--- config.mk ---
export PLATFORM = sky130hd
export DESIGN_NAME = counter_register_flat
export DESIGN_NICKNAME = d
export VERILOG_FILES = /design/src/rtl/counter_register_if.sv /design/src/rtl/counter_register.sv /design/src/flat_wrapper.sv
export SDC_FILE = /design/constraint.sdc
export NUM_CORES = 1
export LEC_CHECK = 0
export CAP_MARGIN = 20
export CORE_MARGIN = 2
export CORE_UTILIZATION = 40
export DETAILED_ROUTE_END_ITERATION = 10
export GPL_TIMING_DRIVEN = 1
export PLACE_DENSITY = 0.66
export SYNTH_ARGS = -nofsm -noshare
export SYNTH_HDL_FRONTEND = slang
export SYNTH_SLANG_ARGS = --single-unit
--- constraint.sdc ---
create_clock -name clk -period 5.6 [get_ports clk]
set_input_delay 0.84 -clock clk [delete_from_list [all_inputs] [get_ports clk]]
set_output_delay 0.84 -clock clk [all_outputs]
set_load 0.01 [all_outputs]
--- src/rtl/counter_register_if.sv ---
// Operand/result bundle for counter_register: op and load data in, registered value and status out.
// The master drives op/din/byte_in; the slave (the register) drives dout/valid/wrap.
interface counter_register_if #(
  parameter int BIT_WIDTH = 16
);
  logic [2:0]           op;
  logic [BIT_WIDTH-1:0] din;
  logic [7:0]           byte_in;
  logic [BIT_WIDTH-1:0] dout;
  logic                 valid;
  logic                 wrap;

  modport master (
    output op, din, byte_in,
    input  dout, valid, wrap
  );

  modport slave (
    input  op, din, byte_in,
    output dout, valid, wrap
  );
endinterface

--- src/rtl/counter_register.sv ---
// Multi-purpose counter register (PC / SP / index): hold, load, byte-load, inc, dec, signed add.
// One-cycle latency from op to dout/valid/wrap; no backpressure, an op is applied on every edge.
`ifndef REG_WIDTH
`define REG_WIDTH 16
`endif

module counter_register #(
  parameter int                   BIT_WIDTH    = `REG_WIDTH,
  parameter logic [BIT_WIDTH-1:0] RESET_VECTOR = '0,
  parameter bit                   WRAP         = 1'b1,
  parameter bit                   RESET_VALID  = 1'b0
) (
  input  logic               clk,
  input  logic               reset,
  counter_register_if.slave  bus
);

  typedef enum logic [2:0] {
    OP_HOLD    = 3'b000,
    OP_LOAD    = 3'b001,
    OP_INC     = 3'b010,
    OP_DEC     = 3'b011,
    OP_LOAD_LO = 3'b100,
    OP_LOAD_HI = 3'b101,
    OP_ADD     = 3'b110,
    OP_RSVD    = 3'b111
  } op_e;

  localparam bit HAS_HI = (BIT_WIDTH > 8);

  generate
    if (BIT_WIDTH < 8 || BIT_WIDTH > 16) begin : g_bad_width
      $error("counter_register: BIT_WIDTH must be in 8..16");
    end
  endgenerate

  op_e                  w_op;
  logic [BIT_WIDTH-1:0] r_dout;
  logic                 r_valid;
  logic                 r_wrap;
  logic                 r_lo_seen;
  logic                 r_hi_seen;

  logic [BIT_WIDTH-1:0] w_dout_nxt;
  logic                 w_valid_nxt;
  logic                 w_wrap_nxt;
  logic                 w_lo_nxt;
  logic                 w_hi_nxt;

  logic [BIT_WIDTH-1:0] w_load_lo;
  logic [BIT_WIDTH-1:0] w_load_hi;
  logic [BIT_WIDTH+1:0] w_delta;
  logic [BIT_WIDTH+1:0] w_sum;
  logic                 w_ovf;
  logic                 w_unf;
  logic [BIT_WIDTH-1:0] w_arith;

  assign w_op = op_e'(bus.op);

  generate
    if (BIT_WIDTH > 8) begin : g_wide
      assign w_load_lo = {r_dout[BIT_WIDTH-1:8], bus.byte_in};
      assign w_load_hi = {bus.byte_in[BIT_WIDTH-9:0], r_dout[7:0]};
    end else begin : g_narrow
      assign w_load_lo = bus.byte_in;
      assign w_load_hi = r_dout;
    end
  endgenerate

  // INC, DEC and ADD share one adder: the operand is +1, -1 or sign-extended byte_in.
  always_comb begin
    w_delta = {{(BIT_WIDTH-6){bus.byte_in[7]}}, bus.byte_in};
    case (w_op)
      OP_INC:  w_delta = {{(BIT_WIDTH+1){1'b0}}, 1'b1};
      OP_DEC:  w_delta = '1;
      default: w_delta = {{(BIT_WIDTH-6){bus.byte_in[7]}}, bus.byte_in};
    endcase
  end

  // Two guard bits: top bit set means the result went negative, next bit means it passed all-ones.
  assign w_sum   = {2'b00, r_dout} + w_delta;
  assign w_unf   = w_sum[BIT_WIDTH+1];
  assign w_ovf   = ~w_sum[BIT_WIDTH+1] & w_sum[BIT_WIDTH];
  assign w_arith = (WRAP || !(w_ovf || w_unf)) ? w_sum[BIT_WIDTH-1:0] :
                   (w_ovf ? {BIT_WIDTH{1'b1}} : {BIT_WIDTH{1'b0}});

  always_comb begin
    w_dout_nxt  = r_dout;
    w_valid_nxt = r_valid;
    w_wrap_nxt  = 1'b0;
    w_lo_nxt    = r_lo_seen;
    w_hi_nxt    = r_hi_seen;
    case (w_op)
      OP_LOAD: begin
        w_dout_nxt  = bus.din;
        w_valid_nxt = 1'b1;
      end
      OP_INC, OP_DEC, OP_ADD: begin
        w_dout_nxt = w_arith;
        w_wrap_nxt = w_ovf | w_unf;
      end
      OP_LOAD_LO: begin
        w_dout_nxt = w_load_lo;
        w_lo_nxt   = 1'b1;
      end
      OP_LOAD_HI: begin
        if (HAS_HI) begin
          w_dout_nxt = w_load_hi;
          w_hi_nxt   = 1'b1;
        end
      end
      default: begin
      end
    endcase
    // Both halves seen (in either order) makes the value usable; narrow registers need only the low byte.
    if (w_lo_nxt && (w_hi_nxt || !HAS_HI)) begin
      w_valid_nxt = 1'b1;
    end
  end

  always_ff @(posedge clk or posedge reset) begin
    if (reset) begin
      r_dout    <= RESET_VECTOR;
      r_valid   <= RESET_VALID;
      r_wrap    <= 1'b0;
      r_lo_seen <= 1'b0;
      r_hi_seen <= 1'b0;
    end else begin
      r_dout    <= w_dout_nxt;
      r_valid   <= w_valid_nxt;
      r_wrap    <= w_wrap_nxt;
      r_lo_seen <= w_lo_nxt;
      r_hi_seen <= w_hi_nxt;
    end
  end

  assign bus.dout  = r_dout;
  assign bus.valid = r_valid;
  assign bus.wrap  = r_wrap;

endmodule

--- src/flat_wrapper.sv ---
// flat-port wrapper written by rule: the top's interface ports become plain ports
module counter_register_flat 
#(
  parameter int                   BIT_WIDTH    = `REG_WIDTH,
  parameter logic [BIT_WIDTH-1:0] RESET_VECTOR = '0,
  parameter bit                   WRAP         = 1'b1,
  parameter bit                   RESET_VALID  = 1'b0
)
  (clk, reset, bus_op, bus_din, bus_byte_in, bus_dout, bus_valid, bus_wrap);
  counter_register_if #(.BIT_WIDTH(BIT_WIDTH)) bus_i ();
  input  logic clk;
  input  logic reset;
  input wire logic [$bits(bus_i.op)-1:0] bus_op;
  input wire logic [$bits(bus_i.din)-1:0] bus_din;
  input wire logic [$bits(bus_i.byte_in)-1:0] bus_byte_in;
  output wire logic [$bits(bus_i.dout)-1:0] bus_dout;
  output wire logic [$bits(bus_i.valid)-1:0] bus_valid;
  output wire logic [$bits(bus_i.wrap)-1:0] bus_wrap;
  assign bus_i.op = bus_op;
  assign bus_i.din = bus_din;
  assign bus_i.byte_in = bus_byte_in;
  assign bus_dout = bus_i.dout;
  assign bus_valid = bus_i.valid;
  assign bus_wrap = bus_i.wrap;
  counter_register #(.BIT_WIDTH(BIT_WIDTH), .RESET_VECTOR(RESET_VECTOR), .WRAP(WRAP), .RESET_VALID(RESET_VALID)) u_core (.clk(clk), .reset(reset), .bus(bus_i));
endmodule
==> metrics <==
Layout Cells excl Fill=371; footprint of the multi-input gates=1500 sq um; clock transition at the registers of the reported paths=0.09 ns; vias in the first global route=1965; FMAX=246 MHz; height of the die=76.8 microns; crit path buf inv count=1; top_reg_cell synth=dfrtp_1; Skew-Pair Late Insertion Delay=0.27 ns; critical path class=input port to register; Hold WS=0.465 ns; DRT Pass-1 Iters=6; via count=2170; total grt overflow=0; max incr delay on CP=0.84 ns; Root Buffer=clkbuf_8; critical path's most frequent cell=nand2_1; CP Max Fanout=21; worst reg-to-reg path cell count=9; # IOs=47; GRT Max-Usage Layer=met2; WP depth=10; Seq/Total Area, Yosys=0.236; clk sinks=20; Post-synth EDFFs=0; hold_buf cts=0; Slew @ Worst Pin=0.838 ns; RSZ-0062 raised after global routing=false; Worst Path Arrival=4.22 ns; first-pass GRT wire length=10.3 mm; Tightest Hold Check Type=register to register; WL final=6.31 mm; Hold Violations, Final=0; Total GRT Usage=0.217; DIE AREA=5900 sq um; yosys warns=0; largest net degree at the start of global routing=29; Synth top area share=0.236; synth unique cells=60; CTS Buffer Depth=2; FF+latch count, synth=20; Net Count, Synth=312; placed cell count=367; initial antenna violation count=0; final period utilization=0.726; Mean Syn Cell Area=8.00 sq um; Hold Crit Depth=1; hold_sp=u_core.r_hi_seen; Global Route met2 Usage=0.342; Largest delay share family, worst path=compound AO/OA/AOI/OAI gates; Internal Pwr Total=0.624 mW; status=completed; final RePlAce weighted congestion=0.911; core area=5110 sq um; Tmin final=4.06 ns; # fillers=506; post-CTS setup buffer count=0; startpoint types=input port; CP Capture Type=register; # diodes=0; Final setup viols=0; post-synth top area cell=dfrtp_1; FFs w/ async S/R, synth=1.00; NetSw=0.485 mW; Sequential Power Share=0.225; Routed wire per std cell=17.0 microns; Worst path slowest cell=clkdlybuf4s50_1; dpl hpwl=4.73 mm; met1 usage=0.304; PwrDens=417 nW/um^2; Post-DRT Antenna Nets=0; Pleak=1.14 nW; met3 usage=0.0294; Worst EP required=5.76 ns; number of buffers created by CTS=3; fin. max-slew vios=0; Clk pwr share=0.138; Sw Share=0.437; Comb pwr share=0.638; H-tree lvl count=1; cts repair resizes=0; cell area after synthesis=2120 sq um; Register Area=500 sq um; R2R Path Start=u_core.bus.dout[0]; worst reg2reg setup slack=3.11 ns; Slew HR=0.441; worst-path cell chain=clkdlybuf4s50_1 -> nor2b_1 -> nand2_1 -> nand2_1 -> ha_1 -> a21oi_1 -> a31oi_2 -> a41o_2 -> a21o_2 -> a311oi_1; vias per cell=5.85; Worst Clk Skew=0.00299 ns; CTS tree=done; Mapped Cells=265; Setup TNS Final=0 ns; Max Cap Violations=0; Final nets=349; Layout Area Growth over Synthesis=25.6%; DRC=0; Port Buffer Count=46; Die Width=76.8 microns; Iter 0 DRT Violations=143; layout cells sized above 1=0.0698; Setup crit start=bus_op[1]; worst vdd ir=0.188 mV; Area contributors post-synth=dfrtp_1 24%, ha_1 10%, nand2_1 6.9%; Util after Layout=0.521; # rows=26; Starting Density=0.415
[final cells by class]
cell class                 count  share of cell area
clock buffer                   3              0.0155
clock inverter                 1              0.0113
inverter                       7             0.00987
multi-input combinational    222               0.564
sequential                    20               0.188
tap                           70              0.0329
timing repair buffer          48               0.179
[cells in the final DEF, fill, tap and decap left out, drive strengths merged, types with 3 or more instances in the layout]
cell and instances:
a211oi 4, a21o 12, a21oi 17, a221oi 6, a222oi 3, a31oi 5
clkbuf 3, clkdlybuf4s50 46, dfrtp 20, ha 17, inv 7, mux2i 5
nand2 39, nand2b 8, nand3 7, nor2 23, nor2b 3, o211ai 3
o21ai 26, o22ai 4, xnor2 3, xor2 6
[routing by layer]
metal	vias to the layer above	wire length, microns
met5	-	0
met4	0	97
met3	9	320
met2	76	2900
met1	1038	2990
li1	1047	-
[Yosys cell counts, drive strengths merged, types with 5 or more instances]
cell and instances:
nand2 39, o21ai 26, nor2 23, dfrtp 20
a21oi 17, ha 17, a21o 12, buf 9
nand2b 8, clkbuf 7, inv 7, nand3 7
a221oi 6, xor2 6, a31oi 5, mux2i 5
[flip-flops by register name (all words and copies together), names as in the netlist]
register,count
u_core.r_hi_seen,1
u_core.bus.dout,16
u_core.r_lo_seen,1
u_core.bus.valid,1
u_core.bus.wrap,1
[worst paths after layout]
kind / to
setup / recovery: u_core.bus.wrap
hold / removal: u_core.r_hi_seen
setup reg to reg: u_core.bus.wrap
hold reg to reg: u_core.r_hi_seen
max in group asynchronous: u_core.bus.dout[4]
min in group asynchronous: u_core.bus.valid
[stage by stage]
step	instance area, sq um	power (mW)	worst slack (ns)
floorplan	2120	0.732	2.37
global placement	2590	0.946	1.47
detailed placement	2590	0.946	1.31
CTS	2660	1.11	1.57
global route	2660	1.19	1.19
finish	2660	1.11	1.54
[power by group through the flow]
stage / Combinational (mW) / Sequential (mW) / Clock, mW
floorplan: 0.475 / 0.257 / 0
global placement: 0.695 / 0.251 / 0
detailed placement: 0.696 / 0.251 / 0
CTS: 0.700 / 0.249 / 0.157
global route: 0.772 / 0.257 / 0.163
finish: 0.707 / 0.249 / 0.153
[logic make-up after synthesis]
kind of cell               synth area share
AOI/OAI and AO/OA                     0.326
xor gates and xnor gates             0.0372
adders and majority gates             0.110
buffers and inverters                0.0561
DFF                                   0.236
muxes                                0.0289
and+or+nand+nor                       0.206
[worst reg2reg max path, stage by stage, from the launching register on]
cell      delay, ns
dfrtp_1        0.39
ha_1           0.21
inv_1          0.07
fa_1           0.40
nand2b_1       0.19
a21o_4         0.23
a31oi_2        0.21
a41o_2         0.28
a221oi_1       0.09
a311oi_1       0.30
Power figures use the tool's default switching activity.
==> RTL change 1: new RTL, config.mk and constraints unchanged <==
Set the macro `REG_WIDTH` to 12 (it was 16).
--- a/src/rtl/counter_register.sv
+++ b/src/rtl/counter_register.sv
@@ -3,3 +3,3 @@
 `ifndef REG_WIDTH
-`define REG_WIDTH 16
+`define REG_WIDTH 12
 `endif
Ports: changed (resized bus_din and bus_dout); port bits go from 47 to 39. No check against the original RTL was run, so the function may have changed too.
==> RTL change 1 against the original RTL <==
- sequential cell count is 4 lower
- area after synthesis is 26% lower
- design area is 23% lower
- routed wire length is 35% lower
- setup slack better by 75 ps
- total power is 39% lower
- maximum frequency is 1.9% higher
- final cell count is 22% lower
- non-clock buffer count is 7 lower
==> RTL change 1: results <==
status:
  status: "complete, no violations"
clock_tree:
  path_clk_slew_ps: 70
  insertion_delay_ps: 250
  cts_max_path_buffers: 2
  htreeDepth: 1
  cts_buffers: 3
place:
  io_buffer_count: 38
  gp_congestion: 0.874
  place_hpwl_um: 3240
  placed_cell_area_um2: 2000
worst_hold_path:
  hold_start: "u_core.r_hi_seen$_DFF_PP0_"
  holdPathStages: 1
  worstHoldEndpoint: "u_core.r_hi_seen$_DFF_PP0_"
  hold_class: "reg -> reg"
critical_path:
  cpMaxStageDelayCell: "o21ai_0"
  regToRegEndpoint: "u_core.bus.dout[10]$_DFFE_PP0P_"
  critPathCaptureType: "flip-flop"
  reg2reg_slack_ps: 3190
  r2r_start: "u_core.bus.dout[0]$_DFFE_PP0P_"
  critical_path.startpoint: "bus_op[2]"
  path_max_fanout: 31
  worstPathArrival_ps: 4140
  cpPeakStageDelay_ps: 750
  r2r_cells: 10
  path_delay_family: "compound AO/OA/AOI/OAI gates"
power:
  ir_worst_vdd_mv: 0.134
  power.leakage_uw: 0.000882
synthesis:
  synth_common_cells: "a21oi_1, nand2_1, dfrtp_1, nor2_1, o21ai_0"
  syn_nets: 244
  synth.mux.area_fraction_pct: 3.89
  synthFlopType: "dfrtp_1"
  yosys-top-cells-area: "dfrtp_1, ha_1, a21oi_1, nand2_1, o21ai_0"
  async_flop_share_pct: 100
  yosysSeqAreaShare_pct: 25.4
  synth_compound_area_share_pct: 30.7
  synth_fa_ha_area_share_pct: 11.6
  ys_types: 42
  synth_xor_area_share_pct: 5.00
layout:
  drive_above_1_share_pct: 7.05
  antenna-diode-count: 0
  final_nets: 282
  fillers: 356
  largest_reg_flops: 12
global_routing:
  grt_pass1_vias: 1468
  grt_use_total_pct: 20.5
  antenna_found_initial: 0
  grt_pass1_wl_um: 6870
  grt_max_degree: 32
sta:
  fin_worst_skew_ps: 2.24
  tightest_slew_ps: 937
detailed_routing:
  first_pass_iters: 4
  drtIter0Drc: 77
  finalWirelength_um: 4120
  routed_via_density: 5.52
## RTL change 1: cell types whose count changed after synthesis, sizes merged, moves of 4 or more
cell    change
clkbuf      -6
nand2      -16
a21oi      +10
nor2        -6
o21ai       -4
inv         +6
nand3       -4
a21o        -7
ha          -4
dfrtp       -4
## RTL change 1: cell families (layout without fill, tap and decap cells)
family          Yosys count  in the layout
fa+ha+maj                14             14
mux                       6              6
buf+inv                  21             57
simple gates             62             62
compound gates           77             77
flops                    16             16
xor+xnor                  9              9
## RTL change 1: metrics by stage
step | setup slack [ps] | instances | power (uW) | hold slack (ps) | util (%)
6_report | 1610 | 289 | 682 | 473 | 55.1
5_1_grt | 1320 | 289 | 739 | 505 | 55.1
4_1_cts | 1610 | 289 | 686 | 480 | 55.1
3_5_place_dp | 1340 | 286 | 594 | 465 | 53.9
3_3_place_gp | 1460 | 286 | 593 | 462 | 53.9
2_1_floorplan | 2420 | 205 | 453 | 439 | -
## RTL change 1: routing by layer
layer | vias up | part of all wire, % | GRT usage (%)
li1 | 811 | - | -
met1 | 724 | 48 | 28.3
met2 | 55 | 45 | 32.6
met3 | 6 | 6.0 | 4.22
met4 | 0 | 0.80 | 4.85
met5 | - | 0 | 0
## RTL change 1: where the power goes
| group | switching, uW | internal [uW] | total [uW] | leakage (uW) |
|---|---|---|---|---|
| clock network | 40.9 | 47.7 | 88.6 | 0.0000216 |
| registers | 32.6 | 146 | 179 | 0.000180 |
| logic | 209 | 206 | 415 | 0.000681 |
| total | 283 | 399 | 682 | 0.000882 |
## RTL change 1: layout make-up
class / instances / area (um^2) / share of cell area [%]
multi-input combinational: 168 / 1090 / 53.4
timing repair buffer: 41 / 403 / 19.7
sequential: 16 / 400 / 19.6
tap: 48 / 60.1 / 2.94
inverter: 13 / 48.8 / 2.39
clock buffer: 3 / 41.3 / 2.02
==> RTL change 2: new RTL, config.mk and constraints unchanged <==
Made on the original files. Reset style: synchronous (`reset`), changed in one clocked block.
--- a/src/rtl/counter_register.sv
+++ b/src/rtl/counter_register.sv
@@ -120,3 +120,3 @@
 
-  always_ff @(posedge clk or posedge reset) begin
+  always_ff @(posedge clk) begin
     if (reset) begin
Formal check against the unedited RTL: differs if reset is asserted again (counterexample within 4 cycles, from zero or initial values and one cycle with reset high); with reset held inactive, the same outputs for 10 cycles.
==> RTL change 2 against the original RTL <==
- routed wire length fell by 15%
- die area decreased by 10%
- design area down 7.7%
- critical path depth is 3 higher
- utilization rose by 0.97 points
- critical path type unchanged
- setup slack better by 250 ps
- area after synthesis decreased by 11%
- sequential cell count did not move
Power is not compared: it rests on default switching activity, and its combinational part moved more than twofold at a synthesized area within 25%.
==> RTL change 2: results <==
status:
  status: "complete, no violations"
synthesis:
  synth_common_cells: "a21oi_1, nand2_1, dfxtp_1"
  synthFlopType: "dfxtp_1"
  yosysSeqAreaShare_pct: 21.2
  async_flop_share_pct: 0
layout:
  buf_share_pct: 19.3
  multi_input_area_share_pct: 57.3
  clk_share_pct: 2.90
  final_nets: 337
  drive_above_1_share_pct: 5.57
worst_hold_path:
  holdPathStages: 2
  worstHoldEndpoint: "u_core.r_hi_seen$_SDFF_PP0_"
sta:
  max_slew_margin_pct: 38.1
  fin_worst_skew_ps: 7.79
  holdWs_ps: 479
detailed_routing:
  wl_met1_um: 2630
  routedWlPerCell_um: 15.8
  route.met3.wl_um: 201
global_routing:
  met2_usage_pct: 33.1
  grt_max_degree: 21
  grt_pass1_vias: 1743
  grt_use_total_pct: 20.8
  grt_use_met3_pct: 3.04
critical_path:
  cpPeakStageDelay_ps: 450
  path_delay_family: "simple AND/OR/NAND/NOR gates"
place:
  gp_congestion: 0.943
## RTL change 2: cell types whose count changed after synthesis, sizes merged, moves of 8 or more
cell / delta
nand2: -11
o21ai: -11
a21o: -8
dfxtp: +20
dfrtp: -20
a21oi: +17
## RTL change 2: worst max-delay path by stage
stage,from,endpoint,slack (ps),depth (start not counted)
after CTS,bus_op[2],u_core.bus.wrap$_SDFF_PP0_,1770,13
after global routing,bus_op[2],u_core.bus.wrap$_SDFF_PP0_,1540,13
after global placement,bus_op[2],u_core.bus.wrap$_SDFF_PP0_,1540,13
final,bus_op[2],u_core.bus.wrap$_SDFF_PP0_,1780,13
after detailed placement,bus_op[2],u_core.bus.wrap$_SDFF_PP0_,1520,13
after floorplan,bus_op[2],u_core.bus.wrap$_SDFF_PP0_,2250,11
## RTL change 2: per-stage QoR
step,cells,total power [uW],instance area [um^2]
floorplan,247,368,1890
global placement,337,464,2390
detailed placement,337,463,2390
CTS,341,613,2460
global route,341,655,2460
finish,341,611,2460
## RTL change 2: logic make-up after synthesis
family	Yosys count	synth area share [%]
simple gates	76	19.1
fa+ha+maj	20	13.6
xor+xnor	9	4.17
flops	20	21.2
buf+inv	21	4.30
compound gates	89	31.1
mux	12	6.55
## RTL change 2: power by group through the flow
stage / Clock (uW) / Combinational [uW] / Sequential [uW]
finish: 147 / 288 / 176
global placement: 0 / 285 / 179
floorplan: 0 / 185 / 183
detailed placement: 0 / 284 / 180
global route: 158 / 318 / 178
CTS: 151 / 286 / 176
## RTL change 2: worst register-to-register path, cell delays in order, from the launching register on
cell and delay, ps:
dfxtp_1 370, ha_1 180, inv_1 50, fa_1 370, nand2b_1 220, a21oi_2 170, o2111ai_2 160, a32oi_2 280
a21o_1 180, nor4_1 50, a2111oi_1 350
